### src/rtl/harvos_mpu_pkg.sv
// Shared types for MPU region programming: the region descriptor, the
// permission triple, the response codes and the region-check rule.
package harvos_mpu_pkg;

    localparam int NREG_DEFAULT = 8;

    // {X,W,R}
    typedef logic [2:0] perm_t;

    typedef struct packed {
        logic [2:0]  idx;
        logic [31:0] base;
        logic [31:0] limit;
        perm_t       perm;
        logic        user_ok;
        logic        is_ispace;
    } region_t;

    typedef enum logic [1:0] {
        RSP_OK        = 2'd0,
        RSP_LOCKED    = 2'd1,
        RSP_BAD_IDX   = 2'd2,
        RSP_BAD_RANGE = 2'd3
    } rsp_err_e;

    // Lock dominates, then index range, then an inverted (unsigned) address range.
    function automatic rsp_err_e check_region(input region_t r, input logic lock, input int nreg);
        if (lock) begin
            return RSP_LOCKED;
        end else if (int'(r.idx) >= nreg) begin
            return RSP_BAD_IDX;
        end else if (r.base > r.limit) begin
            return RSP_BAD_RANGE;
        end
        return RSP_OK;
    endfunction

endpackage

### src/rtl/rr_arbiter.sv
// Round-robin arbiter: one-hot grant to the first valid requester found when
// searching upward from ptr_i and wrapping at NREQ.
module rr_arbiter #(
    parameter int NREQ = 3,
    parameter int PTRW = (NREQ > 1) ? $clog2(NREQ) : 1
) (
    input  logic [NREQ-1:0] valid_i,
    input  logic [PTRW-1:0] ptr_i,
    output logic [NREQ-1:0] grant_o
);

    logic            found;
    logic [PTRW:0]   cand_w;
    logic [PTRW-1:0] cand;

    always_comb begin
        grant_o = '0;
        found   = 1'b0;
        cand_w  = '0;
        cand    = '0;
        for (int k = 0; k < NREQ; k++) begin
            // ptr + k stays below 2*NREQ, so one conditional subtract is the modulo
            cand_w = {1'b0, ptr_i} + (PTRW+1)'(k);
            if (cand_w >= (PTRW+1)'(NREQ)) begin
                cand_w = cand_w - (PTRW+1)'(NREQ);
            end
            cand = cand_w[PTRW-1:0];
            if (!found && valid_i[cand]) begin
                grant_o[cand] = 1'b1;
                found         = 1'b1;
            end
        end
    end

endmodule

### src/rtl/mpu_prog_arbiter.sv
// Arbitrates region-write requests from boot, CSR and debug masters, checks
// them against lock/index/range rules and drives one registered MPU write.
module mpu_prog_arbiter
    import harvos_mpu_pkg::*;
#(
    parameter int NREQ = 3,
    parameter int NREG = NREG_DEFAULT,
    parameter int ERRW = 8
) (
    input  logic              clk,
    input  logic              rst,
    input  logic [NREQ-1:0]   req_valid,
    output logic [NREQ-1:0]   req_ready,
    input  logic [3*NREQ-1:0] req_idx,
    input  logic [32*NREQ-1:0] req_base,
    input  logic [32*NREQ-1:0] req_limit,
    input  logic [3*NREQ-1:0] req_perm,
    input  logic [NREQ-1:0]   req_user_ok,
    input  logic [NREQ-1:0]   req_is_ispace,
    input  logic              lock_set,
    output logic              mpu_prog_en,
    output logic [2:0]        mpu_prog_idx,
    output logic [31:0]       mpu_prog_base,
    output logic [31:0]       mpu_prog_limit,
    output logic [2:0]        mpu_prog_perm,
    output logic              mpu_prog_user_ok,
    output logic              mpu_prog_is_ispace,
    output logic              rsp_valid,
    output logic [1:0]        rsp_id,
    output logic [1:0]        rsp_err,
    output logic              locked,
    output logic [ERRW-1:0]   err_cnt
);

    localparam int PTRW = (NREQ > 1) ? $clog2(NREQ) : 1;

    region_t         req_desc [NREQ];
    logic [NREQ-1:0] grant;
    logic [PTRW-1:0] gnt_idx;
    logic            accept;
    region_t         sel;
    rsp_err_e        chk_err;

    logic [PTRW-1:0] rr_ptr_q, rr_ptr_d;
    logic            locked_q, locked_d;
    logic [ERRW-1:0] err_cnt_q, err_cnt_d;
    logic            prog_en_q, prog_en_d;
    region_t         prog_q, prog_d;
    logic            rsp_valid_q, rsp_valid_d;
    logic [1:0]      rsp_id_q, rsp_id_d;
    rsp_err_e        rsp_err_q, rsp_err_d;

    generate
        for (genvar gi = 0; gi < NREQ; gi++) begin : g_desc
            assign req_desc[gi] = '{
                idx:       req_idx[3*gi +: 3],
                base:      req_base[32*gi +: 32],
                limit:     req_limit[32*gi +: 32],
                perm:      req_perm[3*gi +: 3],
                user_ok:   req_user_ok[gi],
                is_ispace: req_is_ispace[gi]
            };
        end
    endgenerate

    rr_arbiter #(
        .NREQ (NREQ),
        .PTRW (PTRW)
    ) u_rr (
        .valid_i (req_valid),
        .ptr_i   (rr_ptr_q),
        .grant_o (grant)
    );

    assign req_ready = rst ? '0 : grant;
    assign accept    = |req_ready;

    always_comb begin
        gnt_idx = '0;
        for (int i = 0; i < NREQ; i++) begin
            if (grant[i]) begin
                gnt_idx = PTRW'(i);
            end
        end
    end

    assign sel     = req_desc[gnt_idx];
    assign chk_err = check_region(sel, locked_q | lock_set, NREG);

    always_comb begin
        rr_ptr_d    = rr_ptr_q;
        locked_d    = locked_q | lock_set;
        err_cnt_d   = err_cnt_q;
        prog_en_d   = 1'b0;
        prog_d      = '0;
        rsp_valid_d = 1'b0;
        rsp_id_d    = 2'd0;
        rsp_err_d   = RSP_OK;
        if (accept) begin
            rr_ptr_d    = (gnt_idx == PTRW'(NREQ-1)) ? '0 : gnt_idx + PTRW'(1);
            rsp_valid_d = 1'b1;
            rsp_id_d    = 2'(gnt_idx);
            rsp_err_d   = chk_err;
            if (chk_err == RSP_OK) begin
                prog_en_d = 1'b1;
                prog_d    = sel;
            end else if (err_cnt_q != '1) begin
                err_cnt_d = err_cnt_q + ERRW'(1);
            end
        end
    end

    always_ff @(posedge clk) begin
        if (rst) begin
            rr_ptr_q    <= '0;
            locked_q    <= 1'b0;
            err_cnt_q   <= '0;
            prog_en_q   <= 1'b0;
            prog_q      <= '0;
            rsp_valid_q <= 1'b0;
            rsp_id_q    <= 2'd0;
            rsp_err_q   <= RSP_OK;
        end else begin
            rr_ptr_q    <= rr_ptr_d;
            locked_q    <= locked_d;
            err_cnt_q   <= err_cnt_d;
            prog_en_q   <= prog_en_d;
            prog_q      <= prog_d;
            rsp_valid_q <= rsp_valid_d;
            rsp_id_q    <= rsp_id_d;
            rsp_err_q   <= rsp_err_d;
        end
    end

    // A write registered just before rst must never reach the core, so the
    // pulse outputs are also masked while rst is still high.
    assign mpu_prog_en        = prog_en_q & ~rst;
    assign mpu_prog_idx       = rst ? 3'd0  : prog_q.idx;
    assign mpu_prog_base      = rst ? 32'd0 : prog_q.base;
    assign mpu_prog_limit     = rst ? 32'd0 : prog_q.limit;
    assign mpu_prog_perm      = rst ? 3'd0  : prog_q.perm;
    assign mpu_prog_user_ok   = prog_q.user_ok & ~rst;
    assign mpu_prog_is_ispace = prog_q.is_ispace & ~rst;
    assign rsp_valid          = rsp_valid_q & ~rst;
    assign rsp_id             = rst ? 2'd0 : rsp_id_q;
    assign rsp_err            = rst ? 2'd0 : rsp_err_q;
    assign locked             = locked_q;
    assign err_cnt            = err_cnt_q;

endmodule

### config.mk
export PLATFORM = sky130hd
export DESIGN_NAME = mpu_prog_arbiter
export DESIGN_NICKNAME = d
export VERILOG_FILES = /design/src/rtl/harvos_mpu_pkg.sv /design/src/rtl/rr_arbiter.sv /design/src/rtl/mpu_prog_arbiter.sv
export SDC_FILE = /design/constraint.sdc
export NUM_CORES = 1
export LEC_CHECK = 0
export ABC_AREA = 1
export BUFFER_PORTS_ARGS = -buffer_cell sky130_fd_sc_hd__clkbuf_2
export CAP_MARGIN = 10
export CELL_PAD_IN_SITES_DETAIL_PLACEMENT = 0
export CELL_PAD_IN_SITES_GLOBAL_PLACEMENT = 1
export CORE_MARGIN = 2
export CORE_UTILIZATION = 30
export DETAILED_ROUTE_END_ITERATION = 7
export PLACE_DENSITY = 0.86
export SYNTH_ARGS = -nofsm -noshare
export SYNTH_HDL_FRONTEND = slang
export SYNTH_HIERARCHICAL = 1
export SYNTH_SLANG_ARGS = --single-unit
export TNS_END_PERCENT = 100
### constraint.sdc
create_clock -name clk -period 4.5 [get_ports clk]
set_clock_uncertainty 0.05 [all_clocks]
set_input_delay 0.45 -clock clk [delete_from_list [all_inputs] [get_ports clk]]
set_output_delay 0.45 -clock clk [all_outputs]
set_load 0.02 [all_outputs]
==> flow_summary.toml, run 1 <==
[logic_synthesis]
yosysWarnings = 6
synth_cells = 811
synthDistinctLibCells = 39
ys_ff_latch = 89
async_flop_share = 0
ys.flop_type = "dfxtp_1"
yosysSeqAreaShare = 0.3217
synth_area_um2 = 5539
syn-num-nets = 1070
syn_avg_cell_area_um2 = 6.830
synth_edf_count = 0

[pwr]
total_power_mw = 5.464
p_seq_frac = 0.204
switchingPower_mw = 2.731
clkPwrFrac = 0.139
power_leakage_nw = 3.971
internal-power_mw = 2.733
p_comb_frac = 0.658
cellPowerDensity_nw_per_um2 = 715.7
p_sw_frac = 0.4998
vdd.ir_drop.worst_mv = 0.2682

[layout]
nets = 1368
final_common_cell = "clkbuf_2"
antenna_cells = 0
fin_area_um2 = 7635
syn_to_final_growth_pct = 37.84
drive_gt1_frac = 0.3552
mostFrequentLayoutCells = "clkbuf_2, nor2_1, nand2_1"
fillers = 1959

[setup_path]
crit_fanout = 36
arrival_ns = 4.19
crit_top_cell = "nand2_1"
start_kind = "register"
cpMaxStageDelayCell = "dfxtp_1"
reg2reg_slack_ns = 0.47
max_stage_delay_ns = 0.38
worstSetupEndpointType = "register"
path_class = "register to register"
worst_ep_required_time_ns = 4.66

[clock_tree]
cts_tree = "yes"
cts_buffers = 9
clock-sinks = 89
cts.path.max_buffers = 2
path_clk_slew_ns = 0.06
clk_latency_ns = 0.34
root_buffer = "clkbuf_16"
htree_levels = 3
holdBufCountCts = 0

[timing]
slew-limit-headroom = 0.6010
holdWs_ns = 0.2722
finalSetupViolCount = 0
hold_viol_final = 0
finalMaxSlewViolations = 0
finalCriticalPeriod_ns = 4.029
fmax_ghz = 0.2482
fin_setup_tns_ns = 0
rsz0062_at_grt = "no"
worst_pin_slew_ns = 0.5986
period_share = 0.8953

[floorplanning]
placeableCoreArea_um2 = 18020
fp.dieW_um = 139.9
die_area_um2 = 19570
io_pins = 312
initial_core_util = 0.3073
core.rowCount = 49
die_h_um = 139.9

[drt]
vias_per_cell = 4.615
drc_errors = 0
initialDrtViolationCount = 169
wl_per_cell_um = 14.69
antenna_left = 0
dr.pass1.iters = 4
drt-total-wl_um = 19690
num_vias = 6189

[run]
cap_violations = 0

[worst_hold_path]
min_path_type = "input port to register"

[global_routing]
grt_pass1_wl_um = 31080
grt_max_degree = 53
overflow = 0
grt_use_total = 0.1990
antenna_found_initial = 0
grt_pass1_vias = 6006

[placed_design]
placed_area_um2 = 7340
gp_congestion = 0.8770
dp_hpwl_um = 15820
portBuffers = 311

[run_status]
status = "complete, no violations"
## what timing repair did
| action | 4_1_cts | 5_1_grt |
|---|---|---|
| buffers inserted | 0 | 1 |
| resized for setup | 0 | 5 |
| endpoints found under the setup margin | 0 | 81 |
## final cells by class
cell class	instances	area, µm²	area share
flip-flops and latches	89	1782	0.2334
repair buffers	327	1724	0.2258
well taps	229	286.5	0.03753
multi-input cells	558	3089	0.4046
clock inverters	3	42.54	0.005572
inverters	124	467.9	0.06129
clock buffers	11	242.7	0.03179
## critical path: cells and delay by family (launching register included)
kind                     cells  cell delay, ns
buffers and inverters        7            0.97
AO/OA/AOI/OAI                1            0.31
AND/OR/NAND/NOR             16            1.48
adder cells (fa/ha/maj)      2            0.67
flip-flops                   1            0.38
## power by group through the flow
stage | registers, mW | clock network [mW] | logic (mW)
final | 1.11 | 0.758 | 3.59
after global routing | 1.14 | 0.803 | 4.08
after CTS | 1.12 | 0.779 | 3.63
after detailed placement | 1.13 | 0 | 3.61
after global placement | 1.13 | 0 | 3.58
after floorplan | 1.12 | 0 | 2.54
## flip-flops by register name, summed over array words and instances, names as in the netlist
register and count:
err_cnt 8, locked 1, prog_en_q 1, prog_q 72, rr_ptr_q 2, rsp_err_q 2, rsp_id_q 2, rsp_valid_q 1
## layer usage
layer  up-vias  GRT usage  part of all wire
li1       3174          -                 -
met1      2787     0.2534              0.45
met2       209     0.3404              0.48
met3        19    0.04542             0.058
met4         0    0.05000             0.014
met5         -          0                 0
## stage by stage
stage	util	setup WS, ns	cells
floorplan	-	0.9018	811
global placement	0.4072	0.2206	1327
detailed placement	0.4072	0.1366	1327
CTS	0.4230	0.1100	1341
global route	0.4236	0.07749	1341
finish	0.4236	0.4713	1341
## path summary, 6_finish.rpt
kind                                   from            to  cells after the start
worst min register to register       locked  rsp_err_q[1]                      1
worst max-delay path            rr_ptr_q[0]    prog_q[60]                     26
worst min-delay path               lock_set  rsp_err_q[1]                      2
worst max register to register  rr_ptr_q[0]    prog_q[60]                     26
## cells by family (layout without fill, tap and decap cells)
| kind of cell | after synthesis | after routing | share of synthesized area |
|---|---|---|---|
| simple gates | 398 | 398 | 0.3212 |
| compound gates | 122 | 122 | 0.1500 |
| buf+inv | 164 | 465 | 0.1220 |
| xor+xnor | 1 | 1 | 0.001581 |
| fa+ha+maj | 37 | 37 | 0.08358 |
| flops | 89 | 89 | 0.3217 |
## Yosys cell counts (2+ instances only)
library cell  instances  area, µm²
nand2_4               2      22.52
o21bai_1              8      60.06
a21o_1                2      15.01
buf_1                 7      26.28
nand2_2               4      25.02
inv_1               116      435.4
inv_2                 7      26.28
buf_6                 7      78.83
nor2_1              194      728.2
buf_2                 6      30.03
dfxtp_1              89       1782
a21oi_1              40      200.2
nor2_2                2      12.51
o22ai_1              33      206.5
a22o_1               15      131.4
nand2_1             131      491.7
ha_1                 37      462.9
nand4_1               9      56.30
clkbuf_1             20      75.07
and3_1                4      25.02
nor3_2               22      220.2
nand3_4               2      35.03
nand3_1              17      85.08
a21oi_2              10      87.58
nand3b_1              3      22.52
nor3_1                5      25.02
a22oi_1               7      52.55
Power figures use the tool's default switching activity.
==> run 2, diff against run 1 <==
Settings changed: CORE_UTILIZATION 30 to 29, SYNTH_HIERARCHICAL 1 to unset.
==> flow_summary.toml, run 2 <==
[timing]
slew-limit-headroom = 0.4675
holdWs_ns = 0.2732
hold_viol_final = 0
finalMaxSlewViolations = 0
fin_setup_tns_ns = 0
finalCriticalPeriod_ns = 4.069
period_share = 0.9042
rsz0062_at_grt = "no"
finalSetupViolCount = 0
fmax_ghz = 0.2458
worst_pin_slew_ns = 0.7988

[logic_synthesis]
yosysWarnings = 0
synthTopCellsByCount = "nand2_1, nor2_1, inv_1, dfxtp_1, a21oi_1"
synth.top_cell.area_share = 0.3301
syn-num-nets = 1124
synth_edf_count = 0
synth_cells = 865
yosysMostFrequentCell = "nand2_1"
synth.area.top_cells = "dfxtp_1, nand2_1, nor2_1"
yosysSeqAreaShare = 0.3301
yosys.area.top_type = "dfxtp_1"
async_flop_share = 0
syn_avg_cell_area_um2 = 6.240
ys_ff_latch = 89
ys.flop_type = "dfxtp_1"
synthDistinctLibCells = 30
synth_area_um2 = 5398

[global_routing]
grt_max_degree = 74
grt_pass1_vias = 6208
grt_use_total = 0.2027
grt_pass1_wl_um = 31460
overflow = 0
antenna_found_initial = 0

[floorplanning]
fp.dieW_um = 140.4
core.rowCount = 49
initial_core_util = 0.2984
placeableCoreArea_um2 = 18090
die_h_um = 140.4
io_pins = 312
die_area_um2 = 19720

[setup_path]
worst_ep_required_time_ns = 4.72
crit_fanout = 36
ff2ff_path_depth = 25
timing.rr.start = "rr_ptr_q[0]"
crit_start = "rr_ptr_q[0]"
path_class = "register to register"
reg2reg_to = "prog_q[56]"
reg2reg_slack_ns = 0.43
worstSetupEndpointType = "register"
start_kind = "register"
arrival_ns = 4.29

[drt]
dr.pass1.iters = 5
drc_errors = 0
wl_per_cell_um = 14.75
antenna_left = 0
drt-total-wl_um = 20580
initialDrtViolationCount = 306
num_vias = 6354
vias_per_cell = 4.555

[layout]
nets = 1420
antenna_cells = 0
syn_to_final_growth_pct = 39.55
final_common_cell = "clkbuf_2"
largest_reg_flops = 72
top_register = "prog_q"
drive_gt1_frac = 0.3045
mostFrequentLayoutCells = "clkbuf_2, nand2_1, nor2_1"
fillers = 1963

[clock_tree]
clk_latency_ns = 0.34
post_cts_buffers = 0
cts_tree = "yes"
clock-sinks = 89
path_clk_slew_ns = 0.07
cts.path.max_buffers = 2
root_buffer = "clkbuf_16"
cts_buffers = 9
htree_levels = 3

[pwr]
power_leakage_nw = 4.052
cellPowerDensity_nw_per_um2 = 724.6
total_power_mw = 5.458
vdd.ir_drop.worst_mv = 0.3688

[placed_design]
portBuffers = 311
gp_congestion = 0.8144
dp_hpwl_um = 15450

[worst_hold_path]
worstHoldEndpoint = "rsp_err_q[1]"
min_path_type = "input port to register"
hold_depth = 2
min_from = "lock_set"

[run_status]
status = "complete, no violations"

[run]
cap_violations = 0
## run 2: cell count changes after synthesis, sizes merged, moves of 6 or more
cell / delta
a21oi: +15
a22o: -15
nor2: -27
o21bai: -8
clkbuf: -6
a22oi: -7
nand2: +112
a31oi: +6
o22ai: -13
## run 2: logic make-up after synthesis
logic type | after synthesis | synth area share
adders and majority gates | 37 | 0.08577
xor gates and xnor gates | 6 | 0.009738
AOI/OAI and AO/OA | 99 | 0.1013
buffers and inverters | 161 | 0.1182
and+or+nand+nor | 473 | 0.3549
DFF | 89 | 0.3301
## run 2: worst max-delay path, stage by stage, from the launching register on
cell       delay [ns]
dfxtp_1          0.37
inv_1            0.08
ha_1             0.36
inv_1            0.08
nand2_1          0.07
nand3_1          0.07
nand2_2          0.11
inv_1            0.07
nand3_1          0.10
nand3_2          0.13
nor2_4           0.14
inv_1            0.10
buf_4            0.22
buf_4            0.19
nor2_1           0.13
nor2_1           0.09
ha_1             0.28
nand2_1          0.06
nor2_1           0.17
nand2_1          0.13
nor2_2           0.17
nand4_1          0.13
nand2_2          0.15
nand3_4          0.12
clkbuf_16        0.27
a21oi_1          0.14
## run 2: layer usage
layer / track usage / routed length (µm) / up-vias / part of all wire
met3: 0.04923 / 1463 / 27 / 0.071
met5: 0 / 0 / - / 0
met1: 0.2470 / 8878 / 2778 / 0.43
met2: 0.3437 / 9769 / 267 / 0.47
met4: 0.08134 / 466 / 0 / 0.023
li1: - / - / 3282 / -
## run 2: worst max path at each step
stage                  to  cells past startpoint
2_1_floorplan  err_cnt[0]                     29
3_3_place_gp   err_cnt[3]                     25
3_5_place_dp   err_cnt[5]                     24
4_1_cts        err_cnt[3]                     24
5_1_grt        prog_q[38]                     27
6_report       prog_q[56]                     25
## run 2: report_power, final
group          internal [mW]  switching (mW)
Sequential              1.05          0.0854
Combinational           1.19            2.37
Clock                  0.431           0.332
Total                   2.67            2.79
## run 2: layout make-up
type,count,area [µm²],share of cell area
timing repair buffer,324,1719,0.2282
clock buffer,11,232.7,0.03090
clock inverter,5,56.30,0.007475
inverter,122,460.4,0.06113
multi-input combinational,615,2995,0.3977
tap,229,286.5,0.03804
sequential,89,1782,0.2365
## run 2: repair_timing
action	4_1_cts	5_1_grt
hold buffers	0	0
endpoints found under the hold margin	0	0
resized for setup	0	8
endpoints found under the setup margin	0	82
## run 2: stage by stage
step	worst slack, ns	utilization	cells	cell area (µm²)
floorplan	1.001	-	865	5398
global placement	0.1623	0.3976	1378	7191
detailed placement	0.1584	0.3976	1378	7191
CTS	0.1411	0.4136	1394	7480
global route	0.02824	0.4165	1395	7532
finish	0.4311	0.4165	1395	7532
==> run 3, diff against run 2 <==
Settings changed: BUFFER_PORTS_ARGS -buffer_cell sky130_fd_sc_hd__clkbuf_2 to -buffer_cell sky130_fd_sc_hd__buf_2.
==> flow_summary.toml, run 3 (synthesis gave the netlist of run 2 again) <==
[layout]
final_common_cell = "buf_2"
top_register = "prog_q"
fin_area_um2 = 7548
nets = 1421
regArea_um2 = 1782
multiInputGateArea_um2 = 2983
mostFrequentLayoutCells = "buf_2, nand2_1, nor2_1"
fillers = 1966
syn_to_final_growth_pct = 39.85
largest_reg_flops = 72
drive_gt1_frac = 0.3033
antenna_cells = 0

[clock_tree]
clk_latency_ns = 0.34
path_clk_slew_ns = 0.07
clock-sinks = 89
cts_tree = "yes"
cts_buffers = 9
htree_levels = 3
post_cts_buffers = 0
cts.path.max_buffers = 2
root_buffer = "clkbuf_16"

[setup_path]
max_stage_delay_ns = 0.37
arrival_ns = 4.28
crit_fanout = 33
cpLargestDelayFamily = "simple AND/OR/NAND/NOR gates"
crit_top_cell = "nand2_1"
cpMaxStageDelayCell = "dfxtp_1"
worst_ep_required_time_ns = 4.67
path_class = "register to register"
worstSetupEndpointType = "register"
path_buf_inv = 6
start_kind = "register"

[drt]
drt-total-wl_um = 20110
initialDrtViolationCount = 250
antenna_left = 0
num_vias = 6311
wl_per_cell_um = 14.40
vias_per_cell = 4.521
drc_errors = 0
dr.pass1.iters = 5

[global_routing]
grt_pass1_vias = 6023
antenna_found_initial = 0
grt_max_degree = 69
overflow = 0
grt_pass1_wl_um = 31170
grt_use_total = 0.2012

[timing]
hold_viol_final = 0
fin_setup_tns_ns = 0
fin_ws_ns = 0.3906
finalCriticalPeriod_ns = 4.109
worst_pin_slew_ns = 0.7679
period_share = 0.9132
finalSetupViolCount = 0
slew-limit-headroom = 0.4881
fmax_ghz = 0.2433
rsz0062_at_grt = "no"
finalMaxSlewViolations = 0

[pwr]
switchingPower_mw = 2.740
p_seq_frac = 0.208
clkPwrFrac = 0.146
cellPowerDensity_nw_per_um2 = 724.8
p_sw_frac = 0.5008
power_leakage_nw = 4.096
vdd.ir_drop.worst_mv = 0.3319
p_comb_frac = 0.646
total_power_mw = 5.471
internal-power_mw = 2.731

[floorplanning]
initial_core_util = 0.2984
fp.dieW_um = 140.4
io_pins = 312
die_h_um = 140.4
core.rowCount = 49
die_area_um2 = 19720
placeableCoreArea_um2 = 18090

[placed_design]
gp_congestion = 0.8260
pre_cts_slack_ns = 0.2624
portBuffers = 311
placed_area_um2 = 7218
dp_hpwl_um = 15570

[worst_hold_path]
min_path_type = "input port to register"

[run]
cap_violations = 0

[run_status]
status = "complete, no violations"
-- run 3: cell types whose count changed in the layout (fill, tap and decap cells not counted), moves of 2 or more --
cell	delta
nand2_1	+3
nand2_2	-3
buf_6	+2
clkinv_2	-2
clkbuf_2	-310
buf_2	+310
clkbuf_8	+3
buf_12	+2
-- run 3: through the flow --
step	util	std cells	hold WS [ns]
finish	0.4174	1396	0.2786
detailed placement	0.3991	1380	0.4508
floorplan	-	865	0.4217
global placement	0.3991	1380	0.4410
global route	0.4174	1396	0.2701
CTS	0.4167	1396	0.2536
-- run 3: worst register-to-register path, cell delays in order, from the launching register on --
cell and delay [ns]:
dfxtp_1 0.37, inv_1 0.08, ha_1 0.36, inv_1 0.11, nand2_1 0.05, nand3_1 0.07, nand2_1 0.12, o21ai_0 0.18
inv_1 0.09, nand2_4 0.10, inv_2 0.05, nand2_2 0.07, buf_4 0.36, o22ai_1 0.17, nor2_1 0.21, ha_1 0.18
nand2_1 0.05, nor2_1 0.15, nand4_1 0.16, nor2_1 0.18, nand2_1 0.08, nand2_1 0.05, nand2_1 0.11, nand3_4 0.11
buf_4 0.36, nor2_1 0.12
-- run 3: final timing paths --
| kind | from | to | slack (ns) | depth (start not counted) |
|---|---|---|---|---|
| setup reg to reg | rr_ptr_q[0] | prog_q[29] | 0.39 | 25 |
| hold reg to reg | err_cnt[1] | err_cnt[1] | 0.46 | 2 |
| hold / removal | lock_set | rsp_err_q[1] | 0.28 | 2 |
| setup / recovery | rr_ptr_q[0] | prog_q[29] | 0.39 | 25 |
-- run 3: final cells by class --
cell class	count	share of cell area
multi-input cells	615	0.3952
flip-flops and latches	89	0.2360
repair buffers	325	0.2281
inverters	122	0.06067
well taps	229	0.03796
clock buffers	13	0.03580
clock inverters	3	0.006299
-- run 3: power by group through the flow --
stage | clock network [mW] | logic [mW] | registers [mW]
6_report | 0.799 | 3.54 | 1.14
5_1_grt | 0.852 | 4.02 | 1.16
4_1_cts | 0.821 | 3.58 | 1.14
3_5_place_dp | 0 | 3.55 | 1.16
3_3_place_gp | 0 | 3.53 | 1.15
2_1_floorplan | 0 | 2.43 | 1.14
-- run 3: repair_timing --
item | in CTS | in global routing
hold buffers | 0 | 0
resized for setup | 0 | 3
setup endpoints to repair | 0 | 41
-- run 3: routing by layer --
layer | wire length (µm) | part of all wire | vias up | track usage
li1 | - | - | 3279 | -
met1 | 8698 | 0.43 | 2765 | 0.2442
met2 | 9662 | 0.48 | 238 | 0.3488
met3 | 1315 | 0.065 | 29 | 0.04615
met4 | 428 | 0.021 | 0 | 0.07177
met5 | 0 | 0 | - | 0
